### src/rtl/food_spawner.sv
// Picks an empty grid cell for the next food item: LFSR-random candidates first,
// then a deterministic row-major scan once MAX_TRIES candidates have missed.
module food_spawner #(
  parameter int                        GRID_WIDTH     = 40,
  parameter int                        GRID_HEIGHT    = 30,
  parameter int                        BITS_PER_BLOCK = 2,
  parameter logic [BITS_PER_BLOCK-1:0] BLOCK_EMPTY    = '0,
  parameter logic [15:0]               LFSR_SEED      = 16'hACE1,
  parameter int                        MAX_TRIES      = 16,
  localparam int                       HW             = $clog2(GRID_WIDTH),
  localparam int                       VW             = $clog2(GRID_HEIGHT)
) (
  input  logic                      Clock,
  input  logic                      ResetN,
  input  logic                      SpawnReq,
  output logic                      RdEn,
  output logic [VW-1:0]             RdV,
  output logic [HW-1:0]             RdH,
  input  logic [BITS_PER_BLOCK-1:0] RdData,
  output logic                      Busy,
  output logic                      Done,
  output logic                      Failed,
  output logic                      FoodValid,
  output logic [VW-1:0]             FoodV,
  output logic [HW-1:0]             FoodH
);

  localparam int              TW        = $clog2(MAX_TRIES + 1);
  localparam logic [15:0]     LFSR_MASK = 16'hB400;
  localparam logic [HW-1:0]   H_LAST    = HW'(GRID_WIDTH - 1);
  localparam logic [VW-1:0]   V_LAST    = VW'(GRID_HEIGHT - 1);
  localparam logic [TW-1:0]   TRIES_MAX = TW'(MAX_TRIES);

  typedef enum logic [2:0] {
    IDLE,
    PROBE,
    CHECK,
    SCAN_RD,
    SCAN_CHK,
    FINISH
  } state_t;

  state_t        state_q, state_d;
  logic [15:0]   lfsr_q, lfsr_next;
  logic [TW-1:0] tries_q, tries_d, tries_inc;
  logic          rd_en_q, rd_en_d;
  logic [VW-1:0] rd_v_q, rd_v_d;
  logic [HW-1:0] rd_h_q, rd_h_d;
  logic          busy_q, busy_d;
  logic          done_q, done_d;
  logic          failed_q, failed_d;
  logic          food_valid_q, food_valid_d;
  logic [VW-1:0] food_v_q, food_v_d;
  logic [HW-1:0] food_h_q, food_h_d;

  logic [HW-1:0] probe_h, next_h;
  logic [VW-1:0] probe_v, next_v;
  logic          probe_ok, next_ok;
  logic          tries_done, cell_empty, at_last;

  assign lfsr_next = {1'b0, lfsr_q[15:1]} ^ (lfsr_q[0] ? LFSR_MASK : 16'h0000);

  // Candidate held by the LFSR during this cycle, and the one it will hold next cycle.
  // Rd* are registered, so a read for a PROBE cycle is set up from next_*.
  assign probe_h  = lfsr_q[HW-1:0];
  assign probe_v  = lfsr_q[8 +: VW];
  assign probe_ok = (probe_h <= H_LAST) && (probe_v <= V_LAST);
  assign next_h   = lfsr_next[HW-1:0];
  assign next_v   = lfsr_next[8 +: VW];
  assign next_ok  = (next_h <= H_LAST) && (next_v <= V_LAST);

  assign tries_inc  = tries_q + TW'(1);
  assign tries_done = (tries_inc == TRIES_MAX);
  assign cell_empty = (RdData == BLOCK_EMPTY);
  assign at_last    = (rd_v_q == V_LAST) && (rd_h_q == H_LAST);

  // NOTE: every signal written here gets its default first, so no path can leave one
  // unassigned and infer a latch.
  always_comb begin
    state_d      = state_q;
    tries_d      = tries_q;
    rd_en_d      = 1'b0;
    rd_v_d       = rd_v_q;
    rd_h_d       = rd_h_q;
    busy_d       = busy_q;
    failed_d     = failed_q;
    food_valid_d = food_valid_q;
    food_v_d     = food_v_q;
    food_h_d     = food_h_q;

    case (state_q)
      IDLE: begin
        if (SpawnReq) begin
          state_d      = PROBE;
          busy_d       = 1'b1;
          food_valid_d = 1'b0;
          failed_d     = 1'b0;
          tries_d      = '0;
        end
      end
      PROBE: begin
        if (probe_ok) begin
          state_d = CHECK;
        end else begin
          tries_d = tries_inc;
          state_d = tries_done ? SCAN_RD : PROBE;
        end
      end
      CHECK: begin
        if (cell_empty) begin
          food_v_d = rd_v_q;
          food_h_d = rd_h_q;
          state_d  = FINISH;
        end else begin
          tries_d = tries_inc;
          state_d = tries_done ? SCAN_RD : PROBE;
        end
      end
      SCAN_RD: begin
        state_d = SCAN_CHK;
      end
      SCAN_CHK: begin
        if (cell_empty) begin
          food_v_d = rd_v_q;
          food_h_d = rd_h_q;
          state_d  = FINISH;
        end else if (at_last) begin
          failed_d = 1'b1;
          state_d  = FINISH;
        end else begin
          if (rd_h_q == H_LAST) begin
            rd_h_d = '0;
            rd_v_d = rd_v_q + VW'(1);
          end else begin
            rd_h_d = rd_h_q + HW'(1);
          end
          state_d = SCAN_RD;
        end
      end
      FINISH: begin
        busy_d       = 1'b0;
        food_valid_d = ~failed_q;
        state_d      = IDLE;
      end
      default: state_d = IDLE;
    endcase

    // Read strobes are set up on the way into the state that owns the read.
    if (state_d == PROBE && next_ok) begin
      rd_en_d = 1'b1;
      rd_v_d  = next_v;
      rd_h_d  = next_h;
    end else if (state_d == SCAN_RD) begin
      rd_en_d = 1'b1;
      if (state_q != SCAN_CHK) begin
        rd_v_d = '0;
        rd_h_d = '0;
      end
    end

    done_d = (state_d == FINISH);
  end

  // NOTE: sequential state uses non-blocking assignments only, so every register
  // samples the values from before this edge regardless of statement order.
  always_ff @(posedge Clock or negedge ResetN) begin
    if (!ResetN) begin
      state_q      <= IDLE;
      lfsr_q       <= LFSR_SEED;
      tries_q      <= '0;
      rd_en_q      <= 1'b0;
      rd_v_q       <= '0;
      rd_h_q       <= '0;
      busy_q       <= 1'b0;
      done_q       <= 1'b0;
      failed_q     <= 1'b0;
      food_valid_q <= 1'b0;
      food_v_q     <= '0;
      food_h_q     <= '0;
    end else begin
      state_q      <= state_d;
      lfsr_q       <= lfsr_next;
      tries_q      <= tries_d;
      rd_en_q      <= rd_en_d;
      rd_v_q       <= rd_v_d;
      rd_h_q       <= rd_h_d;
      busy_q       <= busy_d;
      done_q       <= done_d;
      failed_q     <= failed_d;
      food_valid_q <= food_valid_d;
      food_v_q     <= food_v_d;
      food_h_q     <= food_h_d;
    end
  end

  assign RdEn      = rd_en_q;
  assign RdV       = rd_v_q;
  assign RdH       = rd_h_q;
  assign Busy      = busy_q;
  assign Done      = done_q;
  assign Failed    = failed_q;
  assign FoodValid = food_valid_q;
  assign FoodV     = food_v_q;
  assign FoodH     = food_h_q;

endmodule

### config.mk
export PLATFORM = sky130hd
export DESIGN_NAME = food_spawner
export DESIGN_NICKNAME = d
export VERILOG_FILES = /design/src/rtl/food_spawner.sv
export SDC_FILE = /design/constraint.sdc
export NUM_CORES = 1
export LEC_CHECK = 0
export BUFFER_PORTS_ARGS = -buffer_cell sky130_fd_sc_hd__buf_2
export CORE_MARGIN = 2
export CORE_UTILIZATION = 40
export DETAILED_ROUTE_END_ITERATION = 10
export SETUP_SLACK_MARGIN = 0.4
export SYNTH_ARGS = -nofsm -noshare
export SYNTH_HDL_FRONTEND = slang
export SYNTH_SLANG_ARGS = --single-unit
### constraint.sdc
create_clock -name Clock -period 2.13 [get_ports Clock]
set_input_delay 0.213 -clock Clock [delete_from_list [all_inputs] [get_ports Clock]]
set_output_delay 0.213 -clock Clock [all_outputs]
set_load 0.005 [all_outputs]
==> summary.txt, run 1 <==
Place
  • DP Wirelength: 3.43 mm
  • Place WS: 110 ps
  • Placed cell area: 0.00274 mm2
  • Final GP Congestion: 0.816
  • Input/output buffers: 31

Synth
  • Top FF cell, synth: dfrtp_1
  • #FFs+latches synth: 51
  • Dominant combinational cell family by area after synthesis: compound AO/OA/AOI/OAI gates
  • Ys Warns: 0
  • Post-Syn Area: 0.00231 mm2
  • Number of synthesized flops with an enable pin: 0
  • Adder-cell share of the synthesized area: 0.0217
  • Cell variety after synth: 49
  • Area fraction in compound gates after synthesis: 0.147
  • Post-Synth XOR/XNOR Area: 0.0342
  • Mux share of post-synthesis cell area: 0.0776
  • Seq/Total Area, Yosys: 0.558
  • Simple-gate share of the synthesized area: 0.143
  • Asr flop ratio synth: 1.00
  • Mapped Cells: 196
  • Mapped Avg Cell Area: 11.8 um2
  • Syn_nets: 205

Clocking
  • Reg clk slew, reported paths: 90 ps
  • Clock latency on the worst-skew pair: 310 ps
  • Clock Tree Buf Depth: 2
  • Clk sinks: 51
  • CTS tree: built
  • Root buffer cell: clkbuf_8
  • Depth of the CTS H-tree: 2
  • TritonCTS Buffers: 5

Drt
  • Drt initial violations: 47
  • First-pass DRT Iterations: 4
  • Antenna Nets Post-Route: 0
  • Vias after detailed routing: 1724
  • Drt drc: 0
  • Total Wirelength: 4.94 mm
  • Vias/cell: 5.15
  • DR WL/cell: 14.7 um

GRT
  • Vias in the first global route: 1691
  • Initial antenna violation count: 0
  • All-Layer GR Usage: 0.165
  • First-pass GRT wire length: 8.11 mm
  • GR Overflow Total: 0
  • Largest net degree at the start of global routing: 23

STA
  • Period utilisation layout: 0.901
  • Final worst slack: 210 ps
  • Final min period: 1920 ps
  • Max Fclk: 0.521 GHz
  • Setup-failing EPs final: 0
  • Slew headroom: 0.597
  • Clock skew: 7.59 ps
  • Worst slew pin tran: 603 ps
  • RSZ-0062 raised after global routing: yes
  • Final Max Slew Viols: 0
  • Total Neg Setup Slack: 0 ps
  • Hold slack: 124 ps
  • Final Hold Viols: 0

Power and ir drop
  • Design Power: 0.00310 W
  • Cell area power density: 1010 mW/mm2
  • Worst VDD drop: 446 uV
  • Leak Pwr: 1.45 nW

Critical path
  • Startpoint types: flop
  • Crit. End Element: flop
  • Data arrival, critical path: 2120 ps
  • Setup CP Type: flop to flop
  • Req. time, crit path: 2330 ps
  • Crit path max fanout: 6

Finish
  • Sequential Area: 0.00129 mm2
  • Post-route cell area: 0.00308 mm2
  • Syn-to-layout area delta: 33.6%
  • ANT cells: 0
  • # fillers: 492
  • Layout cells sized above 1: 0.452
  • Area occupied by multi-input gates: 0.00117 mm2
  • Net count, final: 271

Die
  • Rows: 27
  • Die Wd: 79.9 um
  • Initial core utilization: 0.416
  • Number of I/O pins: 32
  • Core Region: 0.00554 mm2
  • Die height: 79.9 um
  • Die area: 0.00639 mm2

Run status
  • Status: complete, no violations

Run
  • Max Cap Viol: 0

Min path
  • Min-delay worst type: input pin to flop
-- critical path: stages (launching register included) --
cell and delay (ps):
dfrtp_2 430, or2b_4 300, o311ai_4 570, mux2i_4 410, o2bb2ai_1 100
-- through the flow --
stage               std cells  utilization
global placement          309        0.494
finish                    335        0.556
CTS                       334        0.548
detailed placement        309        0.494
floorplan                 196            -
global route              335        0.556
-- report_power, final --
part | leakage, nW | switching (W) | internal [W]
Clock | 0.0474 | 0.000321 | 0.000265
Sequential | 0.667 | 0.0000706 | 0.00107
Combinational | 0.732 | 0.000725 | 0.000653
Total | 1.45 | 0.00112 | 0.00199
-- sequential cells by signal (all words and copies together) (netlist names) --
| signal | flops |
|---|---|
| Busy | 1 |
| RdEn | 1 |
| Failed | 1 |
| state_q | 3 |
| Done | 1 |
| FoodValid | 1 |
| RdH | 6 |
| RdV | 5 |
| lfsr_q | 16 |
| tries_q | 5 |
| FoodH | 6 |
| FoodV | 5 |
-- repair_timing --
| item | CTS | global route |
|---|---|---|
| pin swaps | 13 | 5 |
| gates cloned | 1 | 0 |
| setup endpoints to repair | 16 | 17 |
| hold buffers | 1 | 0 |
| resized for setup | 13 | 8 |
| buffers inserted | 15 | 1 |
| endpoints found under the hold margin | 6 | 0 |
-- cells in the final DEF, fill, tap and decap left out, drive strengths merged, types with 2 or more instances in the layout --
cell / instances
xor2: 4
dfrtp: 43
nor2b: 6
a21oi: 5
buf: 60
ha: 4
or2: 2
and3: 4
or2b: 2
mux2i: 5
nor3: 4
mux2: 12
nor2: 13
nand2: 14
o21ai: 16
clkbuf: 6
xnor2: 5
o2bb2ai: 10
dfstp: 8
nand3: 8
nand4: 5
inv: 8
-- per-layer routing --
layer / track usage / routed length (um) / part of all wire
met5: 0 / 0 / 0
met1: 0.224 / 2330 / 0.47
met2: 0.258 / 2400 / 0.49
met3: 0.0385 / 164 / 0.033
met4: 0.0559 / 46 / 0.0093
-- cell type report --
cell class                 instances  share of cell area
clock buffer                       6              0.0268
clock inverter                     2             0.00528
inverter                           8             0.00974
multi-input combinational        135               0.378
sequential                        51               0.419
tap                               72              0.0292
timing repair buffer              61               0.132
-- logic make-up after synthesis --
group                    after synthesis
AO/OA/AOI/OAI                         44
XOR/XNOR                               9
adder cells (fa/ha/maj)                4
buffers and inverters                 11
flip-flops                            51
multiplexers                          16
AND/OR/NAND/NOR                       61
-- final timing paths --
kind                            cells past startpoint                  from              endpoint  slack [ps]
worst min-delay path                                2              SpawnReq    Failed$_DFFE_PN0P_         120
worst max-delay path                                4  state_q[1]$_DFF_PN0_      RdV[4]$_DFF_PN0_         210
worst min register to register                      0   lfsr_q[7]$_DFF_PN1_   lfsr_q[6]$_DFF_PN1_         360
min in group asynchronous                           2                ResetN  lfsr_q[14]$_DFF_PN0_         310
worst max register to register                      4  state_q[1]$_DFF_PN0_      RdV[4]$_DFF_PN0_         210
max in group asynchronous                           3                ResetN  lfsr_q[10]$_DFF_PN1_        1190
-- cells in the mapped netlist, types with 2 or more instances --
cell type   n  share of area
dfrtp_1    43           0.47
nand2_1    14          0.023
nor2_1     12          0.020
o2bb2ai_1  10          0.038
mux2_1      9          0.044
dfstp_2     8          0.091
o21ai_0     8          0.017
o21ai_1     7          0.015
inv_1       6         0.0098
nand3_1     6          0.013
nor2b_1     6          0.016
xnor2_1     5          0.019
a21oi_1     4         0.0087
and3_1      4          0.011
ha_1        4          0.022
nand4_1     4          0.011
nor3_1      4         0.0087
xor2_1      4          0.015
mux2_2      3          0.015
mux2i_1     3          0.013
buf_2       2         0.0043
inv_2       2         0.0033
nand3_2     2         0.0087
Note: power is estimated with default switching activity, not from simulation.
==> inputs of run 2 (changes only) <==
--- a/config.mk
+++ b/config.mk
@@ -9,6 +9,7 @@
 export CORE_MARGIN = 2
 export CORE_UTILIZATION = 40
 export DETAILED_ROUTE_END_ITERATION = 10
+export MAX_ROUTING_LAYER = met4
 export SETUP_SLACK_MARGIN = 0.4
 export SYNTH_ARGS = -nofsm -noshare
 export SYNTH_HDL_FRONTEND = slang
==> summary.txt, run 2 (synthesis results as in run 1) <==
Clocking
  • TritonCTS Buffers: 5 (unchanged)
  • Clock Tree Buf Depth: 2 (unchanged)
  • Depth of the CTS H-tree: 2 (unchanged)
  • Reg clk slew, reported paths: 100 ps (about the same)
  • Root buffer cell: clkbuf_8
  • Clock latency on the worst-skew pair: 310 ps (about the same)
  • CTS tree: built
  • Clk sinks: 51 (unchanged)

STA
  • Slew headroom: 0.584 (-0.0131)
  • Setup-failing EPs final: 0 (unchanged)
  • Period utilisation layout: 0.909 (+0.00781)
  • Final Max Slew Viols: 0 (unchanged)
  • Worst slew pin tran: 622 ps (+19.6 ps)
  • Final Hold Viols: 0 (unchanged)
  • Total Neg Setup Slack: 0 ps (unchanged)
  • Clock skew: 8.36 ps (+0.767 ps)
  • Max Fclk: 0.516 GHz (-0.86%)
  • RSZ-0062 raised after global routing: yes
  • Final min period: 1940 ps (+16.6 ps)

Place
  • Final GP Congestion: 0.828 (+1.5%)
  • # placed instances: 309 (unchanged)
  • Placed cell area: 0.00274 mm2 (unchanged)
  • Input/output buffers: 31 (unchanged)
  • DP Wirelength: 3.43 mm (unchanged)

Die
  • Number of I/O pins: 32 (unchanged)
  • Rows: 27 (unchanged)
  • Die Wd: 79.9 um (unchanged)
  • Die height: 79.9 um (unchanged)
  • Initial core utilization: 0.416 (unchanged)
  • Die area: 0.00639 mm2 (unchanged)
  • Core Region: 0.00554 mm2 (unchanged)

Drt
  • Drt drc: 0 (unchanged)
  • Met3 wire len: 161 um (-1.8%)
  • Drt initial violations: 42 (-11%)
  • Vias/cell: 5.16 (+0.17%)
  • Antenna Nets Post-Route: 0 (unchanged)
  • DR WL/cell: 14.8 um (+0.30%)
  • Top sig layer: met4
  • Metal2 WL: 2.38 mm (-0.46%)
  • Vias after detailed routing: 1727 (+0.17%)
  • Total Wirelength: 4.95 mm (+0.30%)
  • First-pass DRT Iterations: 4 (unchanged)
  • Met1 WL: 2.35 mm (+0.90%)

GRT
  • Largest net degree at the start of global routing: 23 (unchanged)
  • Vias in the first global route: 1685 (-0.35%)
  • All-Layer GR Usage: 0.170 (+0.00546)
  • First-pass GRT wire length: 8.13 mm (+0.17%)
  • GR Overflow Total: 0 (unchanged)
  • Initial antenna violation count: 0 (unchanged)

Finish
  • Most common cell after layout, fill and taps aside: dfrtp_1
  • Layout cells sized above 1: 0.452 (unchanged)
  • Syn-to-layout area delta: 33.6% (unchanged)
  • Most frequent cells in the layout: dfrtp_1 (40), buf_2 (31), buf_4 (25), nand2_1 (12), nor2_1 (11)
  • ANT cells: 0 (unchanged)
  • Largest Register: lfsr_q
  • Post-route cell area: 0.00308 mm2 (unchanged)
  • Largest register FFs: 16 (unchanged)
  • Post-route insts no fill: 335 (unchanged)
  • Util after Layout: 0.556 (unchanged)
  • Net count, final: 271 (unchanged)

Critical path
  • Data arrival, critical path: 2130 ps (about the same)
  • Cells along the critical path: or2b_4 -> o311ai_4 -> mux2i_4 -> o2bb2ai_1
  • Req. time, crit path: 2330 ps (about the same)
  • Slowest-stage cell, CP: o311ai_4
  • Worst setup path start: state_q[1]$_DFF_PN0_
  • R2R Setup Slk: 190 ps (-20 ps)
  • Startpoint types: flop
  • CP delay by family, top: compound AO/OA/AOI/OAI gates
  • Max stage delay on crit path: 590 ps (+20 ps)
  • Setup CP Type: flop to flop
  • Crit path max fanout: 6 (unchanged)
  • Stages on the worst setup path: 4 (unchanged)
  • Buf+Inv Stages, Crit Path: 0 (unchanged)
  • Worst R2R Start: state_q[1]$_DFF_PN0_
  • FF-to-FF End: RdV[4]$_DFF_PN0_
  • Reg2reg path depth: 4 (unchanged)
  • Crit. End Element: flop
  • Critical path destination: RdV[4]$_DFF_PN0_

Power and ir drop
  • Cell area power density: 1010 mW/mm2 (+0.11%)
  • Leak Pwr: 1.45 nW (unchanged)
  • Worst VDD drop: 446 uV (about the same)
  • Design Power: 0.00311 W (+0.11%)

Min path
  • Min-delay worst type: input pin to flop
  • Hold Path Depth: 2 (unchanged)

Run
  • Max Cap Viol: 0 (unchanged)

Run status
  • Status: complete, no violations
-- run 2: cell counts in the layout (fill, tap and decap cells not counted) --
No cell type changed its count.
-- run 2: final cells by class --
| cell class | instances | area, um2 |
|---|---|---|
| multi-input combinational | 135 | 1170 |
| tap | 72 | 90.1 |
| fill | 492 | 2460 |
| clock inverter | 2 | 16.3 |
| sequential | 51 | 1290 |
| inverter | 8 | 30.0 |
| timing repair buffer | 61 | 407 |
| clock buffer | 6 | 82.6 |
-- run 2: how the worst min path moves through the flow --
stage,endpoint,from
2_1_floorplan,Busy$_DFFE_PN0P_,ResetN
3_3_place_gp,tries_q[0]$_DFFE_PN0P_,ResetN
3_5_place_dp,tries_q[0]$_DFFE_PN0P_,ResetN
4_1_cts,Failed$_DFFE_PN0P_,SpawnReq
5_1_grt,Failed$_DFFE_PN0P_,SpawnReq
6_report,Failed$_DFFE_PN0P_,SpawnReq
-- run 2: repair_timing --
item / in CTS / in global routing
cloned: 1 / 0
hold buffers: 1 / 0
resized for setup: 13 / 8
setup endpoints to repair: 16 / 17
hold endpoints to repair: 6 / 0
setup buffers: 15 / 1
pin swaps: 13 / 5
-- run 2: through the flow --
| stage | setup WS (ps) | hold slack [ps] |
|---|---|---|
| after floorplan | 234 | -82.6 |
| after detailed placement | 110 | 123 |
| final | 193 | 124 |
| after global placement | 128 | 121 |
| after CTS | 236 | 111 |
| after global routing | 89.6 | 127 |
-- run 2: metal layers --
metal,GRT usage,vias up
li1,-,839
met1,0.225,855
met5,-,-
met3,0.0452,6
met2,0.258,27
met4,0.0508,0
-- run 2: power by group --
| part | switching (W) | internal (W) | leakage [nW] |
|---|---|---|---|
| combinational | 0.000727 | 0.000653 | 0.732 |
| clock | 0.000321 | 0.000265 | 0.0474 |
| sequential | 0.0000707 | 0.00107 | 0.667 |
| total | 0.00112 | 0.00199 | 1.45 |
-- run 2: worst register-to-register path, cell delays in order (launching register included) --
cell       delay, ps
dfrtp_2          430
or2b_4           300
o311ai_4         590
mux2i_4          410
o2bb2ai_1        100
==> inputs of run 3 (changes only) <==
--- a/config.mk
+++ b/config.mk
@@ -6,8 +6,9 @@
 export NUM_CORES = 1
 export LEC_CHECK = 0
 export BUFFER_PORTS_ARGS = -buffer_cell sky130_fd_sc_hd__buf_2
-export CORE_MARGIN = 2
+export CORE_MARGIN = 8
 export CORE_UTILIZATION = 40
+export CTS_BUF_LIST = sky130_fd_sc_hd__clkbuf_4 sky130_fd_sc_hd__clkbuf_8 sky130_fd_sc_hd__clkbuf_16
 export DETAILED_ROUTE_END_ITERATION = 10
 export MAX_ROUTING_LAYER = met4
 export SETUP_SLACK_MARGIN = 0.4
==> summary.txt, run 3 (synthesis results as in run 1) <==
Run status
  • Status: complete, no violations

Clocking
  • TritonCTS Buffers: 5 (unchanged)
  • Clock Tree Buf Depth: 2 (unchanged)
  • CTS tree: built
  • Reg clk slew, reported paths: 100 ps (about the same)
  • Clock latency on the worst-skew pair: 300 ps (about the same)
  • Clk sinks: 51 (unchanged)
  • Root buffer cell: clkbuf_8
  • Depth of the CTS H-tree: 2 (unchanged)

Finish
  • Most common cell after layout, fill and taps aside: dfrtp_1
  • Util after Layout: 0.551 (-0.00474)
  • Layout cells sized above 1: 0.431 (-0.0217)
  • Largest register FFs: 16 (unchanged)
  • Largest Register: lfsr_q
  • Net count, final: 268 (-1.1%)
  • ANT cells: 0 (unchanged)
  • Syn-to-layout area delta: 32.5%
  • Most frequent cells in the layout: dfrtp_1 (40), buf_2 (31), buf_4 (22), nand2_1 (12), nor2_1 (11)
  • Post-route cell area: 0.00306 mm2 (-0.85%)
  • # fillers: 493 (+0.20%)

STA
  • Final min period: 1930 ps (-10.1 ps)
  • Setup-failing EPs final: 0 (unchanged)
  • Worst slew pin tran: 505 ps (-117 ps)
  • Clock skew: 6.13 ps (-2.23 ps)
  • Slew headroom: 0.663 (+0.0791)
  • Max Fclk: 0.519 GHz (+0.52%)
  • Period utilisation layout: 0.904 (-0.00473)
  • Total Neg Setup Slack: 0 ps (unchanged)
  • Final Max Slew Viols: 0 (unchanged)
  • Final worst slack: 204 ps (+10.1 ps)
  • Final Hold Viols: 0 (unchanged)
  • RSZ-0062 raised after global routing: yes

GRT
  • All-Layer GR Usage: 0.127 (-0.0433)
  • Initial antenna violation count: 0 (unchanged)
  • Vias in the first global route: 1722 (+2.2%)
  • First-pass GRT wire length: 8.51 mm (+4.7%)
  • Largest net degree at the start of global routing: 32 (+39%)
  • GR Overflow Total: 0 (unchanged)

Power and ir drop
  • Design Power: 0.00322 W (+3.6%)
  • Leak Pwr: 1.44 nW (-0.19%)
  • Cell area power density: 1050 mW/mm2 (+4.5%)
  • Worst VDD drop: 485 uV (+8.7%)

Drt
  • First-pass DRT Iterations: 4 (unchanged)
  • Antenna Nets Post-Route: 0 (unchanged)
  • Drt initial violations: 102 (+140%)
  • Drt drc: 0 (unchanged)
  • Vias after detailed routing: 1663 (-3.7%)
  • DR WL/cell: 15.0 um (+1.2%)
  • Total Wirelength: 4.97 mm (+0.32%)
  • Vias/cell: 5.01 (-2.8%)

Critical path
  • Reg2reg path depth: 7 (+3)
  • Req. time, crit path: 2330 ps (about the same)
  • Slowest-stage cell, CP: dfrtp_2
  • Crit. End Element: flop
  • Cells along the critical path: or3b_4 -> nor2_4 -> o21ai_4 -> o311ai_4 -> mux2i_4 -> buf_12 -> o2bb2ai_1
  • Data arrival, critical path: 2120 ps (about the same)
  • Max stage delay on crit path: 440 ps (-150 ps)
  • Startpoint types: flop
  • Crit path max fanout: 10 (+4)
  • Setup CP Type: flop to flop

Run
  • Max Cap Viol: 0 (unchanged)

Die
  • Die height: 91.9 um (+15%)
  • Die Wd: 91.9 um (+15%)
  • Number of I/O pins: 32 (unchanged)
  • Core Region: 0.00554 mm2 (unchanged)
  • Rows: 27 (unchanged)
  • Die area: 0.00845 mm2 (+32%)
  • Initial core utilization: 0.416 (unchanged)

Place
  • Input/output buffers: 31 (unchanged)
  • DP Wirelength: 3.51 mm (+2.5%)
  • Final GP Congestion: 0.743 (-10%)
  • Placed cell area: 0.00273 mm2 (-0.37%)
  • Place WS: 80.7 ps (-29.2 ps)

Min path
  • Hold Path Depth: 2 (unchanged)
  • Min-delay worst type: input pin to flop
==> run 3: layout make-up <==
class | instances | area [um2] | share of cell area
clock inverter | 3 | 47.5 | 0.0156
tap | 72 | 90.1 | 0.0295
sequential | 51 | 1290 | 0.422
multi-input combinational | 134 | 1120 | 0.368
clock buffer | 5 | 68.8 | 0.0225
inverter | 8 | 30.0 | 0.00983
timing repair buffer | 59 | 404 | 0.132
==> run 3: stage by stage <==
step | hold WS, ps | std cells
final | 120 | 332
after global routing | 134 | 332
after CTS | 114 | 327
after detailed placement | 214 | 306
after global placement | 212 | 306
after floorplan | -82.6 | 196
==> run 3: worst paths after layout <==
| path | from | to | slack (ps) |
|---|---|---|---|
| max reg2reg | state_q[1]$_DFF_PN0_ | RdV[4]$_DFF_PN0_ | 200 |
| max | state_q[1]$_DFF_PN0_ | RdV[4]$_DFF_PN0_ | 200 |
| min reg2reg | lfsr_q[7]$_DFF_PN1_ | lfsr_q[6]$_DFF_PN1_ | 360 |
| min in group asynchronous | ResetN | tries_q[0]$_DFFE_PN0P_ | 400 |
| max in group asynchronous | ResetN | lfsr_q[10]$_DFF_PN1_ | 1130 |
| min | SpawnReq | Failed$_DFFE_PN0P_ | 120 |
==> run 3: critical path: cells and delay by family (launching register included) <==
| kind | cells | cell delay [ps] |
|---|---|---|
| flip-flops | 1 | 440 |
| multiplexers | 1 | 330 |
| AO/OA/AOI/OAI | 3 | 310 |
| AND/OR/NAND/NOR | 2 | 590 |
| buffers and inverters | 1 | 150 |
==> run 3: power by group <==
group          leakage [nW]  switching (W)  internal [W]  total [W]
registers             0.667      0.0000801       0.00107    0.00115
logic                 0.718       0.000693      0.000683    0.00138
clock network        0.0587       0.000338      0.000356   0.000694
total                  1.44        0.00111       0.00211    0.00322
==> run 3: repair_timing <==
| item | CTS | global route |
|---|---|---|
| buffers inserted | 12 | 5 |
| pin swaps | 9 | 7 |
| resized for setup | 10 | 8 |
| hold buffers | 1 | 0 |
| endpoints found under the setup margin | 17 | 17 |
| hold endpoints to repair | 20 | 0 |
==> run 3: metal layers <==
metal  global-route usage  share of wire  vias up
li1                     -              -      836
met1                0.163           0.49      795
met2                0.187           0.46       27
met3               0.0350          0.047        5
met4               0.0443          0.012        0
met5                    -              0        -
